===== src/rtl/prog_loader.sv =====
// Instruction-memory loader: assembles a MAGIC/count/data byte stream into
// 32-bit words written to imem from address 0, holding the CPU in reset meanwhile.
module prog_loader #(
  parameter logic [7:0]  MAGIC   = 8'hA5,
  parameter int unsigned TIMEOUT = 100000
) (
  input  logic        clk,
  input  logic        rst_n,
  input  logic [7:0]  rx_data,
  input  logic        rx_valid,
  output logic        rx_ready,
  output logic        imem_we,
  output logic [15:0] imem_addr,
  output logic [31:0] imem_wdata,
  output logic        cpu_hold,
  output logic        load_done,
  output logic        load_err
);

  localparam int unsigned TW = (TIMEOUT > 1) ? $clog2(TIMEOUT) : 1;
  localparam logic [TW-1:0] TMO_LAST = TW'(TIMEOUT - 1);

  typedef enum logic [2:0] {
    S_IDLE,
    S_CNT_LO,
    S_CNT_HI,
    S_DATA,
    S_WRITE,
    S_DONE,
    S_ERR
  } state_t;

  state_t        state;
  logic [15:0]   count;
  logic [15:0]   waddr;
  logic [1:0]    idx;
  logic [31:0]   asm_word;
  logic [TW-1:0] tmo;

  logic accept_c;
  logic counting_c;
  logic tmo_hit_c;

  assign accept_c   = rx_valid && rx_ready;
  assign counting_c = (state == S_CNT_LO) || (state == S_CNT_HI) || (state == S_DATA);
  assign tmo_hit_c  = counting_c && !accept_c && (tmo == TMO_LAST);

  // Load sequencer; waddr tracks the next word so imem_addr can keep the last written one.
  always_ff @(posedge clk or negedge rst_n) begin
    if (!rst_n) begin
      state      <= S_IDLE;
      rx_ready   <= 1'b1;
      imem_we    <= 1'b0;
      imem_addr  <= 16'd0;
      imem_wdata <= 32'd0;
      cpu_hold   <= 1'b0;
      load_done  <= 1'b0;
      load_err   <= 1'b0;
      count      <= 16'd0;
      waddr      <= 16'd0;
      idx        <= 2'd0;
      asm_word   <= 32'd0;
      tmo        <= '0;
    end else begin
      imem_we   <= 1'b0;
      load_done <= 1'b0;
      rx_ready  <= 1'b1;

      // Idle-gap counter: restarts on every accepted byte and outside the byte-waiting states.
      if (counting_c && !accept_c && !tmo_hit_c) begin
        tmo <= tmo + TW'(1);
      end else begin
        tmo <= '0;
      end

      case (state)
        S_IDLE: begin
          if (accept_c && rx_data == MAGIC) begin
            cpu_hold  <= 1'b1;
            load_err  <= 1'b0;
            imem_addr <= 16'd0;
            waddr     <= 16'd0;
            state     <= S_CNT_LO;
          end
        end

        S_CNT_LO: begin
          if (accept_c) begin
            count[7:0] <= rx_data;
            state      <= S_CNT_HI;
          end else if (tmo_hit_c) begin
            state <= S_ERR;
          end
        end

        S_CNT_HI: begin
          if (accept_c) begin
            count[15:8] <= rx_data;
            idx         <= 2'd0;
            if ({rx_data, count[7:0]} == 16'd0) begin
              load_done <= 1'b1;
              state     <= S_DONE;
            end else begin
              state <= S_DATA;
            end
          end else if (tmo_hit_c) begin
            state <= S_ERR;
          end
        end

        S_DATA: begin
          if (accept_c) begin
            asm_word[{idx, 3'b000} +: 8] <= rx_data;
            if (idx == 2'd3) begin
              imem_we    <= 1'b1;
              imem_addr  <= waddr;
              imem_wdata <= {rx_data, asm_word[23:0]};
              rx_ready   <= 1'b0;
              state      <= S_WRITE;
            end else begin
              idx <= idx + 2'd1;
            end
          end else if (tmo_hit_c) begin
            state <= S_ERR;
          end
        end

        S_WRITE: begin
          waddr <= waddr + 16'd1;
          count <= count - 16'd1;
          idx   <= 2'd0;
          if (count == 16'd1) begin
            load_done <= 1'b1;
            state     <= S_DONE;
          end else begin
            state <= S_DATA;
          end
        end

        S_DONE: begin
          cpu_hold <= 1'b0;
          state    <= S_IDLE;
        end

        S_ERR: begin
          load_err <= 1'b1;
          state    <= S_IDLE;
        end

        default: state <= S_IDLE;
      endcase
    end
  end

endmodule


===== config.mk =====
export PLATFORM = sky130hd
export DESIGN_NAME = prog_loader
export DESIGN_NICKNAME = d
export VERILOG_FILES = /design/src/rtl/prog_loader.sv
export SDC_FILE = /design/constraint.sdc
export NUM_CORES = 1
export LEC_CHECK = 0
export ABC_AREA = 1
export CAP_MARGIN = 10
export CORE_MARGIN = 5
export CORE_UTILIZATION = 35
export CTS_CLUSTER_SIZE = 14
export DETAILED_ROUTE_END_ITERATION = 10
export SETUP_SLACK_MARGIN = 0.3
export SLEW_MARGIN = 20
export SYNTH_ARGS = -nofsm -noshare
export SYNTH_HDL_FRONTEND = slang
export SYNTH_SLANG_ARGS = --single-unit

===== constraint.sdc =====
create_clock -name clk -period 2.5 [get_ports clk]
set_clock_uncertainty 0.1 [all_clocks]
set_input_delay 0.75 -clock clk [delete_from_list [all_inputs] [get_ports clk]]
set_output_delay 0.75 -clock clk [all_outputs]
set_load 0.02 [all_outputs]

==> flow_summary_export.csv <==
group,metric,value,unit
run_status,status,"completed",
critical_path,critPathLaunchType,"flip-flop",
clock_tree,postCtsSetupBuffers,0,
clock_tree,cts.path.max_buffers,2,
yosys,postSynthCellCount,702,
sta,post-route-min-period,2.13,ns
yosys,netlist-cell-type-count,41,
yosys,yosysSeqAreaShare,52.7,%
critical_path,cp_slowest_cell,"dfstp_2",
placed_design,post-place-ws,-0.0582,ns
yosys,synth_top_family_by_area,"simple AND/OR/NAND/NOR gates",
route,wl_met2,6690,um
power_and_ir_drop,powerDensity,1110,nW/um^2
global_routing,grt_pass1_wl,25100,um
clock_tree,tritoncts,"done",
critical_path,crit_family,"flip-flops",
floorplan,start_util,35.9,%
global_routing,grt.overflow.total,0,
yosys,synth.area.mux_share,0.161,%
global_routing,grt_max_degree,58,
worst_hold_path,hold_class,"in -> async",
critical_path,crit_path_start,"rx_ready",
sta,fin_ws,0.370,ns
yosys,synthDominantCellAreaShare,52.2,%
floorplan,core_area,17400,um^2
placed_design,port_buffers,63,
clock_tree,worstSkewPairLatency,0.42,ns
placed_design,place_hpwl,10500,um
sta,fmax,0.470,GHz
power_and_ir_drop,p_leak,3.81,nW
floorplan,io-pin-count,64,
global_routing,grt_pass1_vias,4876,
route,wl_met3,706,um
yosys,syn_avg_cell_area,8.87,um^2
yosys,synth_fa_ha_area_share,2.01,%
yosys,synth-seq-cells,131,
sta,slew_headroom,57.3,%
power_and_ir_drop,vdd_drop_max,568,uV
critical_path,worstSetupEndpoint,"rx_ready",
sta,drv_slew,0,
route,firstDrtPassIters,5,
critical_path,worstSetupEndpointType,"primary output",
cells_and_area,drive_above_1_share,12.2,%
critical_path,rr_startpoint,"state[0]",
floorplan,fp.dieArea,20600,um^2
route,wl,14800,um
yosys,ys_top_cells_by_area,"dfrtp_1 52%, nand2_1 8.4%, inv_1 4.8%",
cells_and_area,nets,818,
clock_tree,cts.sinks,131,
critical_path,ff2ff_setup_slack,0.57,ns
floorplan,core.rowCount,48,
yosys,synth_xor_area_share,0.984,%
clock_tree,cts_root_buf,"clkbuf_16",
clock_tree,path_clk_slew,0.06,ns
yosys,synth-main-ff-cell,"dfrtp_1",
route,drt-initial-drc-count,311,
route,ant_nets,0,
critical_path,path_cells,"dlygate4sd2_1",
cells_and_area,antenna_cells,0,
cells_and_area,flow.area_growth_from_synthesis,25.7,%
critical_path,critPathMaxStageDelay,0.53,ns
floorplan,die_w,143,um
yosys,synth_edf_count,0,
global_routing,track_usage,15.3,%
clock_tree,htreeDepth,4,
sta,hold_viol,0,
critical_path,cp_num_cells,1,
sta,setup_viol,0,
critical_path,worstPathArrival,1.28,ns
yosys,synthArstFlopShare,100,%
critical_path,required,1.65,ns
cells_and_area,multi_input_comb_area,2460,um^2
yosys,synthSimpleGateAreaFrac,22.1,%
critical_path,critPathKind,"reg -> out",
cells_and_area,seq_area,3280,um^2
yosys,yosysTopAreaCell,"dfrtp_1",
sta,fin_crit_sh,85.2,%
critical_path,cp_max_fo,2,
clock_tree,cts_buffers,17,
route,route.detailed.drc,0,
cells_and_area,fin_area,7830,um^2
global_routing,antenna_found_initial,0,
yosys,syn_nets,723,
sta,rsz0062_at_grt,"no",
yosys,synthesis.area,6230,um^2
route,avgRoutedWirePerCell,14.3,um
route,top_layer_used,"met4",
yosys,ys_warn_count,0,
sta,tightest_slew,0.638,ns
route,wl_met1,7190,um
yosys,synth-compound-area-share,14.1,%
route,drt-vias-per-instance,4.88,
critical_path,regToRegEndpoint,"count[10]",
floorplan,die_y,143,um
critical_path,reg2reg_depth,9,
route,route.vias.total,5041,
placed_design,gp_congestion,0.824,
critical_path,worst-path-buf-inv,1,
job,maxCapViolCount,0,
placed_design,placement.cell_area,7250,um^2
cells_and_area,num-fill-cells,1681,
-- what timing repair did --
action,CTS,global route
cloned,0,0
resized for setup,53,1
hold buffers,0,0
endpoints found under the setup margin,53,2
-- area by class of cell --
class / instances / share of cell area, %
clock buffers: 20 / 5.96
well taps: 225 / 3.59
flip-flops and latches: 131 / 41.9
inverters: 87 / 4.17
multi-input cells: 463 / 31.4
clock inverters: 11 / 2.22
repair buffers: 97 / 10.8
-- cell usage after synthesis, types with 7 or more instances --
library cell	count
nor2_1	53
nand4_1	28
nand2_1	140
o21ai_2	10
nor3_1	14
a22o_1	11
inv_1	80
nand3_1	36
ha_1	10
dfrtp_1	130
o21ai_0	48
buf_6	11
o211ai_1	8
a21oi_1	20
o21ai_1	37
inv_2	7
-- placed cells by master, fill, tap and decap left out, drive strengths merged, types with 4 or more instances in the layout --
cell type        n
nor4             4
bufinv           4
buf             35
nand3           36
clkdlybuf4s50    9
clkbuf          20
a22o            11
nor3            17
dlygate4sd2     53
xor2             5
o211ai           8
a21oi           20
dfrtp          130
nor3b            6
nor2            61
nand2          143
ha              10
o21ai           95
nand4           28
inv             89
-- per-stage QoR --
step / cells / utilization (%) / power (mW) / setup TNS (ns) / hold slack [ns]
6_report: 1034 / 45.1 / 8.72 / 0 / 0.129
5_1_grt: 1034 / 45.1 / 9.35 / 0 / 0.151
4_1_cts: 1034 / 45.1 / 8.82 / 0 / 0.134
3_5_place_dp: 1003 / 41.8 / 6.29 / -0.616 / 0.350
3_3_place_gp: 1003 / 41.8 / 6.25 / -0.0424 / 0.349
2_1_floorplan: 702 / - / 5.09 / 0 / 0.333
-- power breakdown --
part	switching [mW]	total [mW]	leakage, nW	internal [mW]
Clock	0.933	2.68	0.305	1.75
Combinational	1.81	2.82	1.83	1.00
Sequential	0.410	3.23	1.68	2.82
-- worst min path at each step --
stage,startpoint,end,slack [ns],cells past startpoint
3_5_place_dp,tmo[0],tmo[0],0.35,1
2_1_floorplan,tmo[0],tmo[0],0.33,1
5_1_grt,rst_n,tmo[14],0.15,1
3_3_place_gp,tmo[0],tmo[0],0.35,1
6_report,rst_n,tmo[14],0.13,1
4_1_cts,rst_n,tmo[13],0.13,1
-- registers in the layout, indices dropped and copies added (netlist names) --
| name | count |
|---|---|
| imem_we | 1 |
| count | 16 |
| imem_addr | 16 |
| asm_word | 24 |
| state | 3 |
| waddr | 16 |
| rx_ready | 1 |
| cpu_hold | 1 |
| load_done | 1 |
| tmo | 17 |
| imem_wdata | 32 |
| load_err | 1 |
| idx | 2 |
-- kinds of logic (layout without fill, tap and decap cells) --
family                   after synthesis  after routing
XOR/XNOR                               7              7
AND/OR/NAND/NOR                      296            296
flip-flops                           131            131
adder cells (fa/ha/maj)               10             10
AO/OA/AOI/OAI                        149            149
multiplexers                           1              1
buffers and inverters                108            215
-- metal layers --
metal / vias up / GRT usage (%)
li1: 2555 / -
met1: 2373 / 21.7
met2: 98 / 23.5
met3: 15 / 3.93
met4: 0 / 4.01
met5: - / 0
Note: power is estimated with default switching activity, not from simulation.
